===== config.mk =====
export PLATFORM = sky130hd
export DESIGN_NAME = fp_round_pack
export DESIGN_NICKNAME = d
export VERILOG_FILES = /design/src/rtl/fp_round_pack.sv
export SDC_FILE = /design/constraint.sdc
export NUM_CORES = 1
export LEC_CHECK = 0
export ABC_CLOCK_PERIOD_IN_PS = 4100
export CORE_ASPECT_RATIO = 2
export CORE_MARGIN = 2
export CORE_UTILIZATION = 53
export DETAILED_ROUTE_END_ITERATION = 12
export PLACE_DENSITY_LB_ADDON = 0.05
export SYNTH_ARGS = -nofsm -noshare
export SYNTH_HDL_FRONTEND = slang
export SYNTH_SLANG_ARGS = --single-unit
export TNS_END_PERCENT = 20

===== constraint.sdc =====
create_clock -name clk -period 4.1 [get_ports clk]
set_input_delay 0.615 -clock clk [delete_from_list [all_inputs] [get_ports clk]]
set_output_delay 0.615 -clock clk [all_outputs]
set_load 0.02 [all_outputs]

===== src/rtl/fp_round_pack.sv =====
// fp_round_pack: final stage of the shared FP32 / dual-FP16 adder datapath.
// Takes the normalizer output plus per-lane shift counts, rounds to nearest-even,
// adjusts exponents, resolves NaN/Inf/zero/overflow/underflow and packs IEEE words.
// Two-stage pipeline (S1: round decision + classification, S2: packed result),
// latency 2, throughput 1/cycle, valid/ready on both sides with bubble collapse.
// Ports:
//   clk, rst                 clock, synchronous active-high reset
//   in_valid/in_ready        input handshake (in_ready combinational from out_ready)
//   fmt                      FP32 (single lane) or FP16 (two lanes)
//   norm_r                   normalized 28-bit significand field(s)
//   count_h/l, exp_h/l       normalizer shift counts and pre-normalization exponents
//   sign_h/l, sticky_h/l     per-lane sign and alignment sticky
//   nan_h/l, inf_h/l         special-result overrides
//   out_valid/out_ready      output handshake
//   res                      packed result (FP16: {res_h, res_l})
//   flags_h/l                {ovf, uf, inexact}; FP32 reports on flags_l

package FPALL_pkg;
  typedef enum logic {FP32 = 1'b0, FP16 = 1'b1} fp_fmt_e;
endpackage

module fp_round_pack
  import FPALL_pkg::*;
(
  input  logic        clk,
  input  logic        rst,
  input  logic        in_valid,
  output logic        in_ready,
  input  fp_fmt_e     fmt,
  input  logic [27:0] norm_r,
  input  logic [4:0]  count_h,
  input  logic [4:0]  count_l,
  input  logic [9:0]  exp_h,
  input  logic [9:0]  exp_l,
  input  logic        sign_h,
  input  logic        sign_l,
  input  logic        sticky_h,
  input  logic        sticky_l,
  input  logic        nan_h,
  input  logic        nan_l,
  input  logic        inf_h,
  input  logic        inf_l,
  output logic        out_valid,
  input  logic        out_ready,
  output logic [31:0] res,
  output logic [2:0]  flags_h,
  output logic [2:0]  flags_l
);

  typedef enum logic [2:0] {
    C_NORM, C_ZERO, C_NAN, C_INF, C_OVF, C_UF
  } lane_cls_e;

  // ---------------------------------------------------------------------------
  // Handshake
  // ---------------------------------------------------------------------------
  logic s1_v, s2_v;
  logic advance;

  assign advance   = !s2_v || out_ready;
  assign in_ready  = !s1_v || advance;
  assign out_valid = s2_v;

  // ---------------------------------------------------------------------------
  // S1 combinational: field extraction and rounding.
  // The low lane serves both FP32 and the FP16 low half; the high lane is
  // only meaningful in FP16.
  // ---------------------------------------------------------------------------
  logic        is32;
  logic [23:0] l_sig;
  logic        l_g, l_s, l_inc, l_carry, l_zero, l_ovf, l_uf, l_inx;
  logic [9:0]  l_e, l_ef;
  logic [22:0] l_frac;
  lane_cls_e   l_cls;

  logic [10:0] h_sig;
  logic        h_g, h_s, h_inc, h_carry, h_zero, h_ovf, h_uf, h_inx;
  logic [9:0]  h_e, h_ef;
  logic [9:0]  h_frac;
  lane_cls_e   h_cls;

  assign is32 = (fmt == FP32);

  always_comb begin
    l_sig = '0;
    l_g   = 1'b0;
    l_s   = 1'b0;
    if (is32) begin
      l_sig = norm_r[27:4];
      l_g   = norm_r[3];
      l_s   = (|norm_r[2:0]) | sticky_l;
    end else begin
      l_sig = {13'd0, norm_r[13:3]};
      l_g   = norm_r[2];
      l_s   = (|norm_r[1:0]) | sticky_l;
    end
  end

  assign h_sig = norm_r[27:17];
  assign h_g   = norm_r[16];
  assign h_s   = (|norm_r[15:14]) | sticky_h;

  assign l_e = exp_l - {5'd0, count_l};
  assign h_e = exp_h - {5'd0, count_h};

  assign l_inc = l_g & (l_s | l_sig[0]);
  assign h_inc = h_g & (h_s | h_sig[0]);

  // Carry-out only happens when every significand bit is set. The fraction
  // adder then wraps to zero, which is exactly the 1.0 significand we want,
  // so the hidden bit never needs to be stored.
  assign l_carry = l_inc & (is32 ? (&l_sig) : (&l_sig[10:0]));
  assign h_carry = h_inc & (&h_sig);

  assign l_frac = l_sig[22:0] + {22'd0, l_inc};
  assign h_frac = h_sig[9:0] + {9'd0, h_inc};

  assign l_ef = l_carry ? l_e + 10'd1 : l_e;
  assign h_ef = h_carry ? h_e + 10'd1 : h_e;

  assign l_zero = (l_sig == '0) && !l_s;
  assign h_zero = (h_sig == '0) && !h_s;

  assign l_ovf = is32 ? ($signed(l_ef) >= 10'sd255) : ($signed(l_ef) >= 10'sd31);
  assign h_ovf = $signed(h_ef) >= 10'sd31;
  assign l_uf  = $signed(l_ef) <= 10'sd0;
  assign h_uf  = $signed(h_ef) <= 10'sd0;

  always_comb begin
    l_cls = C_NORM;
    if (nan_l)       l_cls = C_NAN;
    else if (inf_l)  l_cls = C_INF;
    else if (l_zero) l_cls = C_ZERO;
    else if (l_ovf)  l_cls = C_OVF;
    else if (l_uf)   l_cls = C_UF;
  end

  always_comb begin
    h_cls = C_NORM;
    if (nan_h)       h_cls = C_NAN;
    else if (inf_h)  h_cls = C_INF;
    else if (h_zero) h_cls = C_ZERO;
    else if (h_ovf)  h_cls = C_OVF;
    else if (h_uf)   h_cls = C_UF;
  end

  // A flushed result discards the whole significand, so any set bit is inexact.
  assign l_inx = (l_cls == C_UF) ? ((|l_sig) | l_g | l_s) : (l_g | l_s);
  assign h_inx = (h_cls == C_UF) ? ((|h_sig) | h_g | h_s) : (h_g | h_s);

  // ---------------------------------------------------------------------------
  // S1 registers
  // ---------------------------------------------------------------------------
  fp_fmt_e     s1_fmt;
  lane_cls_e   s1_cls_l, s1_cls_h;
  logic        s1_sign_l, s1_sign_h, s1_inx_l, s1_inx_h;
  logic [7:0]  s1_e_l;
  logic [4:0]  s1_e_h;
  logic [22:0] s1_frac_l;
  logic [9:0]  s1_frac_h;

  always_ff @(posedge clk) begin
    if (in_ready && in_valid) begin
      s1_fmt    <= fmt;
      s1_cls_l  <= l_cls;
      s1_cls_h  <= h_cls;
      s1_sign_l <= sign_l;
      s1_sign_h <= sign_h;
      s1_inx_l  <= l_inx;
      s1_inx_h  <= h_inx;
      s1_e_l    <= l_ef[7:0];
      s1_e_h    <= h_ef[4:0];
      s1_frac_l <= l_frac;
      s1_frac_h <= h_frac;
    end
  end

  // ---------------------------------------------------------------------------
  // S2 combinational: packing
  // ---------------------------------------------------------------------------
  function automatic logic [15:0] pack16(lane_cls_e c, logic s, logic [4:0] e,
                                         logic [9:0] f);
    case (c)
      C_NAN:        return 16'h7E00;
      C_INF, C_OVF: return {s, 5'h1F, 10'd0};
      C_ZERO, C_UF: return {s, 15'd0};
      default:      return {s, e, f};
    endcase
  endfunction

  function automatic logic [2:0] lane_flags(lane_cls_e c, logic inx);
    case (c)
      C_OVF:   return 3'b101;
      C_UF:    return {2'b01, inx};
      C_NORM:  return {2'b00, inx};
      default: return 3'b000;
    endcase
  endfunction

  logic [31:0] pk_res;
  logic [2:0]  pk_fh, pk_fl;

  always_comb begin
    pk_res = '0;
    pk_fh  = '0;
    pk_fl  = lane_flags(s1_cls_l, s1_inx_l);
    if (s1_fmt == FP32) begin
      case (s1_cls_l)
        C_NAN:        pk_res = 32'h7FC0_0000;
        C_INF, C_OVF: pk_res = {s1_sign_l, 8'hFF, 23'd0};
        C_ZERO, C_UF: pk_res = {s1_sign_l, 31'd0};
        default:      pk_res = {s1_sign_l, s1_e_l, s1_frac_l};
      endcase
    end else begin
      pk_res = {pack16(s1_cls_h, s1_sign_h, s1_e_h, s1_frac_h),
                pack16(s1_cls_l, s1_sign_l, s1_e_l[4:0], s1_frac_l[9:0])};
      pk_fh  = lane_flags(s1_cls_h, s1_inx_h);
    end
  end

  // ---------------------------------------------------------------------------
  // Stage valids and S2 output registers
  // ---------------------------------------------------------------------------
  always_ff @(posedge clk) begin
    if (rst) begin
      s1_v    <= 1'b0;
      s2_v    <= 1'b0;
      res     <= '0;
      flags_h <= '0;
      flags_l <= '0;
    end else begin
      if (in_ready) s1_v <= in_valid;
      if (advance)  s2_v <= s1_v;
      if (advance && s1_v) begin
        res     <= pk_res;
        flags_h <= pk_fh;
        flags_l <= pk_fl;
      end
    end
  end

endmodule


[Word-level counts from Yosys, hierarchy flattened]
Index checks and enable logic that the tools add are counted.
W data, S select, Z words.
Storage, ports and cells
  input bits: 71
  logic and storage cells: 106
  flip-flop bits (word level): 97
  output and inout bits: 40
Cells by class
  add/subtract/negate cells: 6
  reductions and logical operators: 26
  magnitude comparators: 5
  muxes and demuxes: 26
  bitwise operators: 15
  eq/ne operators: 12
Operators with widths (count)
  $pmux W16 S3: 2
  $pmux W32 S3: 1
  $mux W3: 11
  $mux W32: 1
  $logic_not A24 Y1: 1
  $mux W24: 1
  $reduce_and A24 Y1: 1
  $reduce_or A24 Y1: 1
  $add A23 B1 Y23: 1
  $reduce_and A11 Y1: 2
  $add A10 B1 Y10 const B: 2
  $ge A10 B6 Y1 const B: 2
  $le A10 B1 Y1 const B: 2
  $mux W10: 2
  $sub A10 B5 Y10: 2
  $eq A3 B3 Y1 const B: 6
  $pmux W3 S3: 2
  $eq A3 B2 Y1 const B: 4
  $reduce_or A2 Y1: 6
  $logic_not A11 Y1: 1
  $or A1 B1 Y1: 11
  $reduce_or A11 Y1: 1
  $add A10 B1 Y10: 1
  $ge A10 B9 Y1 const B: 1
  8 further kinds: 25

[Depth between registers and ports, before layout]
Gate-level depths: netlist (run 1).
  depth after elaboration: 15
  gate-level depth with buffers: 14
  gate-level depth less buffers: 13

[Least setup slack after synthesis (run 1)]
Ideal clock, no wire load.
  path type: in2reg
  start: in exp_l[0]
  end: reg s1_inx_l (data pin)
  required time: 3.931 ns
  arrival time: 3.261 ns
  cell stages on the path: 12
  setup time: 0.169 ns
  slack: 0.670 ns
  cell sequence: inv_1 -> ha_1 -> inv_1 -> fa_1 -> a211oi_1 -> o21ai_0 -> or4_1 -> a2111o_1 -> and3_1 -> o22a_2 -> o31a_1 -> o31ai_1
Between the ends
  word-level cells in the longest chain between the ends: 11
  elaborated cells on any way between the ends: 14
  classes of those cells: 2 x add/sub; 3 x order compare; 1 x eq/ne; 8 x mux
RTL lines
  start: declaration: RTL line 34  | input logic [9:0] exp_l,
  $sub A10 B5 Y10 *: RTL line 103  | assign l_e = exp_l - {5'd0, count_l};
  $add A10 B1 Y10: RTL line 118  | assign l_ef = l_carry ? l_e + 10'd1 : l_e;
  $mux W10 *: RTL line 118
  $le A10 B1 Y1 (tied with other cells): RTL line 126  | assign l_uf = $signed(l_ef) <= 10'sd0;
  $mux W3 or $mux W1 (tied branches): RTL line 135, 124
  $mux W3 *: RTL line 134  | else if (l_ovf) l_cls = C_OVF;
  $mux W3 *: RTL line 133  | else if (l_zero) l_cls = C_ZERO;
  $mux W3 *: RTL line 132  | else if (inf_l) l_cls = C_INF;
  $mux W3 *: RTL line 131  | if (nan_l) l_cls = C_NAN;
  $eq A3 B3 Y1 *: RTL line 148  | assign l_inx = (l_cls == C_UF) ? ((|l_sig) | l_g | l_s) : (l_g | l_s);
  $mux W1 *: RTL line 148
  net l_inx: RTL line 71  | logic l_g, l_s, l_inc, l_carry, l_zero, l_ovf, l_uf, l_inx;
  end signal: assignment: RTL line 169  | s1_inx_l <= l_inx;
  end: declaration: RTL line 156  | logic s1_sign_l, s1_sign_h, s1_inx_l, s1_inx_h;
The timed path passes the listed nets; every way through them passes the cells marked *.
A chain may end at the register's enable or synchronous reset.

[Final worst setup path (run 1)]
  start: in count_l[0]
  end: reg s1_inx_l (data pin)
Between the ends
  word-level cells in the longest chain between the ends: 11
  elaborated cells on any way between the ends: 14
  classes of those cells: 2 x add/sub; 3 x order compare; 1 x eq/ne; 8 x mux
RTL lines
  start: declaration: RTL line 32  | input logic [4:0] count_l,
  $sub A10 B5 Y10 *: RTL line 103
  $add A10 B1 Y10: RTL line 118
  $mux W10 *: RTL line 118
  $le A10 B1 Y1 (tied with other cells): RTL line 126
  $mux W3 or $mux W1 (tied branches): RTL line 135, 124
  $mux W3 *: RTL line 134
  $mux W3 *: RTL line 133
  $mux W3 *: RTL line 132
  $mux W3 *: RTL line 131
  $eq A3 B3 Y1 *: RTL line 148
  $mux W1 *: RTL line 148
  net l_inx: RTL line 71
Marks and branches as above.

==> qor.txt, run 1 <==
Dpl cells: 883
WL per Instance: 16.7 um
Layout cells sized above 1: 7.25%
Non-filler instance count after layout: 899
CP Class: in2reg
Worst-Margin Slew: 1.02 ns
Post-synth cell types: 72
CTS resizes: 0
CTS root buffer: clkbuf_16
Syn_area_per_cell: 9.13 sq um
CTS clk-pin slew, worst paths: 0.07 ns
H-tree depth: 3
Clk_skew: 0.00869 ns
CTS max path bufs: 2
Nets: 841
Largest area contributor in the netlist: edfxtp_1
#FFs+latches synth: 97
Arrival time worst endpoint: 3.95 ns
# clock sinks: 97
Area of the multi-input gates: 0.00315 sq mm
Area growth from synthesis to layout: 27.6%
RSZ-0062 raised after global routing: no
Ranking of synthesized cells by area: edfxtp_1 (29%), dfxtp_1 (14%), nor2_1 (6.7%), xnor2_1 (4.9%), xor2_1 (3.7%)
Largest net degree at the start of global routing: 50
Most common cell after layout, fill and taps aside: clkdlybuf4s50_1
Final Max Slew Viols: 0
CTS tree: yes
Asr flop ratio synth: 0%
CP Max Fanout: 3
Post-synth EDFFs: 57
Row count: 54
Top cell type's share of synthesized area: 28.9%
DRT Pass-1 Iters: 5
Setup_tns: 0 ns
Tmin final: 3.80 ns
Worst min path class: reg2reg
Final worst path period share: 92.6%
Achievable Freq: 0.263 GHz
DR vias/cell: 5.89
DR DRC count: 0
R2R depth: 6
Seq/Total Area, Yosys: 42.5%
Setup Buffers After CTS: 0
Core area: 0.0109 sq mm
Outcome: finished clean
Vias in the first global route: 5233
Post-DRT Antenna Nets: 0
Die Ht: 153 um
Slew headroom: 31.6%
Leakage power: 2.76 nW
Antenna violations before repair: 0
Mapped Area: 0.00591 sq mm
Largest vdd supply drop: 0.202 mV
Max-cap violations: 0
Detail Placement HPWL: 11500 um
Worst path required time: 4.25 ns
Fillers: 874
Hold_buf cts: 0
Initial DRC Count: 403
Syn nets: 735
Most frequent cells in the layout: clkdlybuf4s50_1 (109), nor2_1 (106), edfxtp_1 (57), nand2_1 (47), dfxtp_1 (40)
I/O Pins: 111
Cells after Synth: 648
# setup viols final: 0
Port Buf Inserts: 110
Die Width: 78.7 um
Initial Utilization: 54.4%
Congestion Overflow GR: 0
Hold-critical path depth: 2
Die area: 0.0121 sq mm
Detailed-route via count: 5297
Gp weighted congestion: 0.857
Min Hold Slack: 0.458 ns
CP Cell Sequence: clkdlybuf4s50_1 -> ha_1 -> inv_1 -> fa_1 -> a211oi_1 -> o21ai_0 -> or4_1 -> a2111o_1 -> and3_1 -> o22a_2 -> o31a_1 -> o31ai_1
Num CTS Buffers: 9
CP Launch Type: input pin
Final wirelength: 15000 um
Clk_lat worst skew: 0.34 ns
Slowest Stage Delay on Critical Path: 0.46 ns
Synth Warn #: 0
Register area: 0.00251 sq mm
Final Hold Viols: 0
Most used DFF post-synth: edfxtp_1
CP max-delay cell: clkdlybuf4s50_1
Power Dens Cells: 338 mW/mm^2
First-pass GRT wire length: 24500 um
Number of diodes: 0
Crit end category: flip-flop
All-layer global routing usage: 25.4%
-- critical path: cells and delay by family --
kind / cells / cell delay, ns
buf+inv: 2 / 0.51
fa+ha+maj: 2 / 0.57
compound gates: 6 / 1.63
simple gates: 2 / 0.61
-- synth_stat cells, types with 5 or more instances --
cell type    n
nor4_1      11
nor3_1      16
nor2b_1     11
clkbuf_1    31
ha_1        14
inv_1       26
a21oi_1     21
o22ai_1      9
nand3_1     25
nand4_1      7
a222oi_1     8
or4_1        5
a22oi_1     11
nor2_1     106
or3_1        9
a221oi_1     8
mux2_2       5
xnor2_1     33
edfxtp_1    57
o211ai_1    10
dfxtp_1     40
o21ai_0     15
nand2_1     47
o221ai_1     5
mux2i_1     13
xor2_1      25
-- metrics by stage --
stage	setup slack (ns)	utilization [%]	power, mW	cell area [sq um]
final	0.302	69.4	2.55	7550
after global routing	0.133	69.4	2.66	7550
after CTS	0.304	69.4	2.56	7550
after detailed placement	-0.0373	66.4	1.67	7220
after global placement	0.159	66.4	1.65	7220
after floorplan	0.670	-	1.46	5910
-- power by group --
part / leakage, nW / switching (mW) / internal [mW] / total (mW)
Clock: 0.160 / 0.348 / 0.549 / 0.897
Combinational: 1.72 / 0.278 / 0.235 / 0.513
Sequential: 0.882 / 0.0388 / 1.10 / 1.14
-- cell type report --
class | instances | area share, %
Inverter | 26 | 1.29
Timing Repair Buffer | 133 | 17.0
Sequential cell | 97 | 33.3
Multi-Input combinational cell | 487 | 41.8
Tap cell | 140 | 2.32
Clock buffer | 13 | 3.75
Clock inverter | 3 | 0.580
-- worst paths after layout --
path,startpoint,endpoint,slack (ns)
max,count_l[0],s1_inx_l$_DFFE_PP_,0.30
min reg2reg,res[25]$_SDFFE_PP0P_,res[25]$_SDFFE_PP0P_,0.46
min,res[25]$_SDFFE_PP0P_,res[25]$_SDFFE_PP0P_,0.46
max reg2reg,s1_cls_l[2]$_DFFE_PP_,res[16]$_SDFFE_PP0P_,1.47
-- routing by layer --
metal / wire length [um] / part of all wire [%] / track usage, % / vias up
met5: 0 / 0 / 0 / -
met4: 458 / 3.0 / 10.2 / 0
met3: 624 / 4.1 / 3.07 / 35
met2: 8530 / 57 / 48.6 / 181
met1: 5440 / 36 / 27.3 / 2506
li1: - / - / - / 2575
-- sequential cells by signal, summed over array words and instances (netlist names), 3 cells and up --
register	flops
res	32
flags_h	3
s1_frac_l	23
s1_e_h	5
s1_e_l	8
s1_cls_l	3
s1_cls_h	3
s1_frac_h	10
flags_l	3
-- cells by family (layout without fill, tap and decap cells) --
| group | count (synthesis) | after routing | synth area share (%) |
|---|---|---|---|
| buffers and inverters | 64 | 175 | 4.23 |
| adder cells (fa/ha/maj) | 18 | 18 | 3.98 |
| flip-flops | 97 | 97 | 42.5 |
| XOR/XNOR | 58 | 58 | 8.59 |
| AND/OR/NAND/NOR | 277 | 277 | 23.4 |
| AO/OA/AOI/OAI | 115 | 115 | 14.0 |
| multiplexers | 19 | 19 | 3.41 |
No activity file was read; power rests on OpenSTA's default activity.
==> inputs of run 2 (changes only) <==
- ABC_CLOCK_PERIOD_IN_PS: 4100 -> 4640
- CORE_UTILIZATION: 53 -> 45
- clock period: 4.1 -> 4.64 ns (I/O delays scaled with it)
==> run 2 against run 1 <==
Combinational power down 15%. Cell count down 0.44%. Sequential cell count unchanged. Design area down 1.8%. Critical path depth unchanged. Clock skew down 0.0034 ns. Total power down 13%. Critical endpoint is now s1_cls_l[2]$_DFFE_PP_. Largest cell class unchanged. Largest power group unchanged. Highest routed layer unchanged.
==> qor.txt, run 2 (synthesized netlist as in run 1, its figures left out) <==
R2R setup slack: 2.01 ns
Die area: 0.0141 sq mm
Detailed-route via count: 5121
Area growth from synthesis to layout: 25.3%
Row count: 59
Die Width: 85.1 um
CTS max path bufs: 2
CP Launch Type: input pin
Initial DRC Count: 358
Worst min path class: reg2reg
First-pass GRT wire length: 24400 um
Hold Startpoint: flags_h[1]$_SDFFE_PP0P_
DRT Pass-1 Iters: 6
Gp weighted congestion: 0.843
Dpl cells: 879
Critical R2R Capture: res[16]$_SDFFE_PP0P_
RR Startpoint: s1_cls_l[2]$_DFFE_PP_
Arrival time worst endpoint: 4.04 ns
Detail Placement HPWL: 11800 um
DR vias/cell: 5.72
Worst-Margin Slew: 1.04 ns
Crit end category: flip-flop
H-tree depth: 3
Nets: 825
Die Ht: 166 um
Setup_tns: 0 ns
Setup Buffers After CTS: 0
CTS clk-pin slew, worst paths: 0.07 ns
Core area: 0.0129 sq mm
CTS tree: yes
Antenna violations before repair: 0
Hold_buf cts: 0
R2R depth: 6
Hold-critical path depth: 2
Initial Utilization: 45.8%
Achievable Freq: 0.258 GHz
Num CTS Buffers: 9
Most frequent cells in the layout: clkdlybuf4s50_1 (109), nor2_1 (106), edfxtp_1 (57), nand2_1 (47), dfxtp_1 (40)
# clock sinks: 97
CTS root buffer: clkbuf_16
Final Hold Viols: 0
Tmin final: 3.88 ns
Layout cells sized above 1: 5.38%
Final Max Slew Viols: 0
Power Dens Cells: 301 mW/mm^2
CTS resizes: 0
Leakage power: 2.67 nW
Largest net degree at the start of global routing: 41
Outcome: finished clean
Slew headroom: 30.3%
All-layer global routing usage: 21.5%
Largest vdd supply drop: 0.291 mV
RSZ-0062 raised after global routing: no
Tot Pwr: 2.23 mW
CP Max Fanout: 6
Number of diodes: 0
Max-cap violations: 0
Non-filler instance count after layout: 895
Vias in the first global route: 5018
Port Buf Inserts: 110
Post-DRT Antenna Nets: 0
Max reg flops: 32
Hold Path Sink: flags_h[1]$_SDFFE_PP0P_
DR DRC count: 0
CP Class: in2reg
Final wirelength: 15100 um
Biggest register: res
Clk_skew: 0.00532 ns
WL per Instance: 16.9 um
Most common cell after layout, fill and taps aside: clkdlybuf4s50_1
Worst path required time: 4.80 ns
# setup viols final: 0
Clk_lat worst skew: 0.34 ns
Fillers: 1171
I/O Pins: 111
Largest regs: res x32, s1_frac_l x23, s1_frac_h x10
Congestion Overflow GR: 0
Final worst path period share: 83.6%
run 2: cell types whose count changed in the layout (fill, tap and decap cells not counted), sizes merged:
cell / delta
inv: -1
clkinv: +2
clkbuf: -3
clkinvlp: +1
bufinv: +1
buf: -16
run 2: power by group:
group | switching (mW) | total [mW] | internal [mW]
Clock | 0.312 | 0.781 | 0.470
Combinational | 0.241 | 0.437 | 0.195
Sequential | 0.0349 | 1.01 | 0.976
run 2: critical path, stage by stage:
cell             delay (ns)
clkdlybuf4s50_1        0.46
ha_1                   0.17
inv_1                  0.06
fa_1                   0.40
a211oi_1               0.28
o21ai_0                0.27
or4_1                  0.46
a2111o_1               0.36
and3_1                 0.18
o22a_2                 0.20
o31a_1                 0.27
a311oi_1               0.22
run 2: worst max path at each step:
stage                                        to  startpoint  cells after the start  slack (ns)
after CTS                 s1_cls_l[2]$_DFFE_PP_  count_l[0]                     12        0.74
after global routing      s1_cls_l[2]$_DFFE_PP_  count_l[0]                     12        0.50
after global placement    s1_cls_h[2]$_DFFE_PP_  norm_r[16]                     11        0.44
final                     s1_cls_l[2]$_DFFE_PP_  count_l[0]                     12        0.76
after detailed placement  s1_cls_l[2]$_DFFE_PP_  count_l[0]                     12        0.40
after floorplan              s1_inx_l$_DFFE_PP_    exp_l[0]                     12        1.13
run 2: metal layers:
metal | share of wire (%) | track usage (%) | vias up | wire, um
met5 | 0 | 0 | - | 0
met4 | 3.3 | 9.11 | 0 | 503
met3 | 4.0 | 2.04 | 28 | 603
met2 | 56 | 40.9 | 169 | 8440
met1 | 37 | 23.3 | 2390 | 5560
li1 | - | - | 2534 | -
run 2: final cells by class:
type | count | area [sq um] | share of cell area, %
Tap cell | 152 | 190 | 2.57
Sequential cell | 97 | 2510 | 33.9
Clock buffer | 10 | 229 | 3.09
Multi-Input combinational cell | 487 | 3150 | 42.5
Inverter | 26 | 97.6 | 1.32
Timing Repair Buffer | 117 | 1150 | 15.5
Clock inverter | 6 | 82.6 | 1.11
run 2: metrics by stage:
stage / hold WS (ns) / worst slack [ns] / area (sq um) / util [%]
floorplan: 0.459 / 1.13 / 5910 / -
detailed placement: 0.445 / 0.402 / 7100 / 55.0
CTS: 0.455 / 0.742 / 7410 / 57.4
global placement: 0.446 / 0.437 / 7100 / 55.0
finish: 0.453 / 0.759 / 7410 / 57.4
global route: 0.490 / 0.503 / 7410 / 57.4
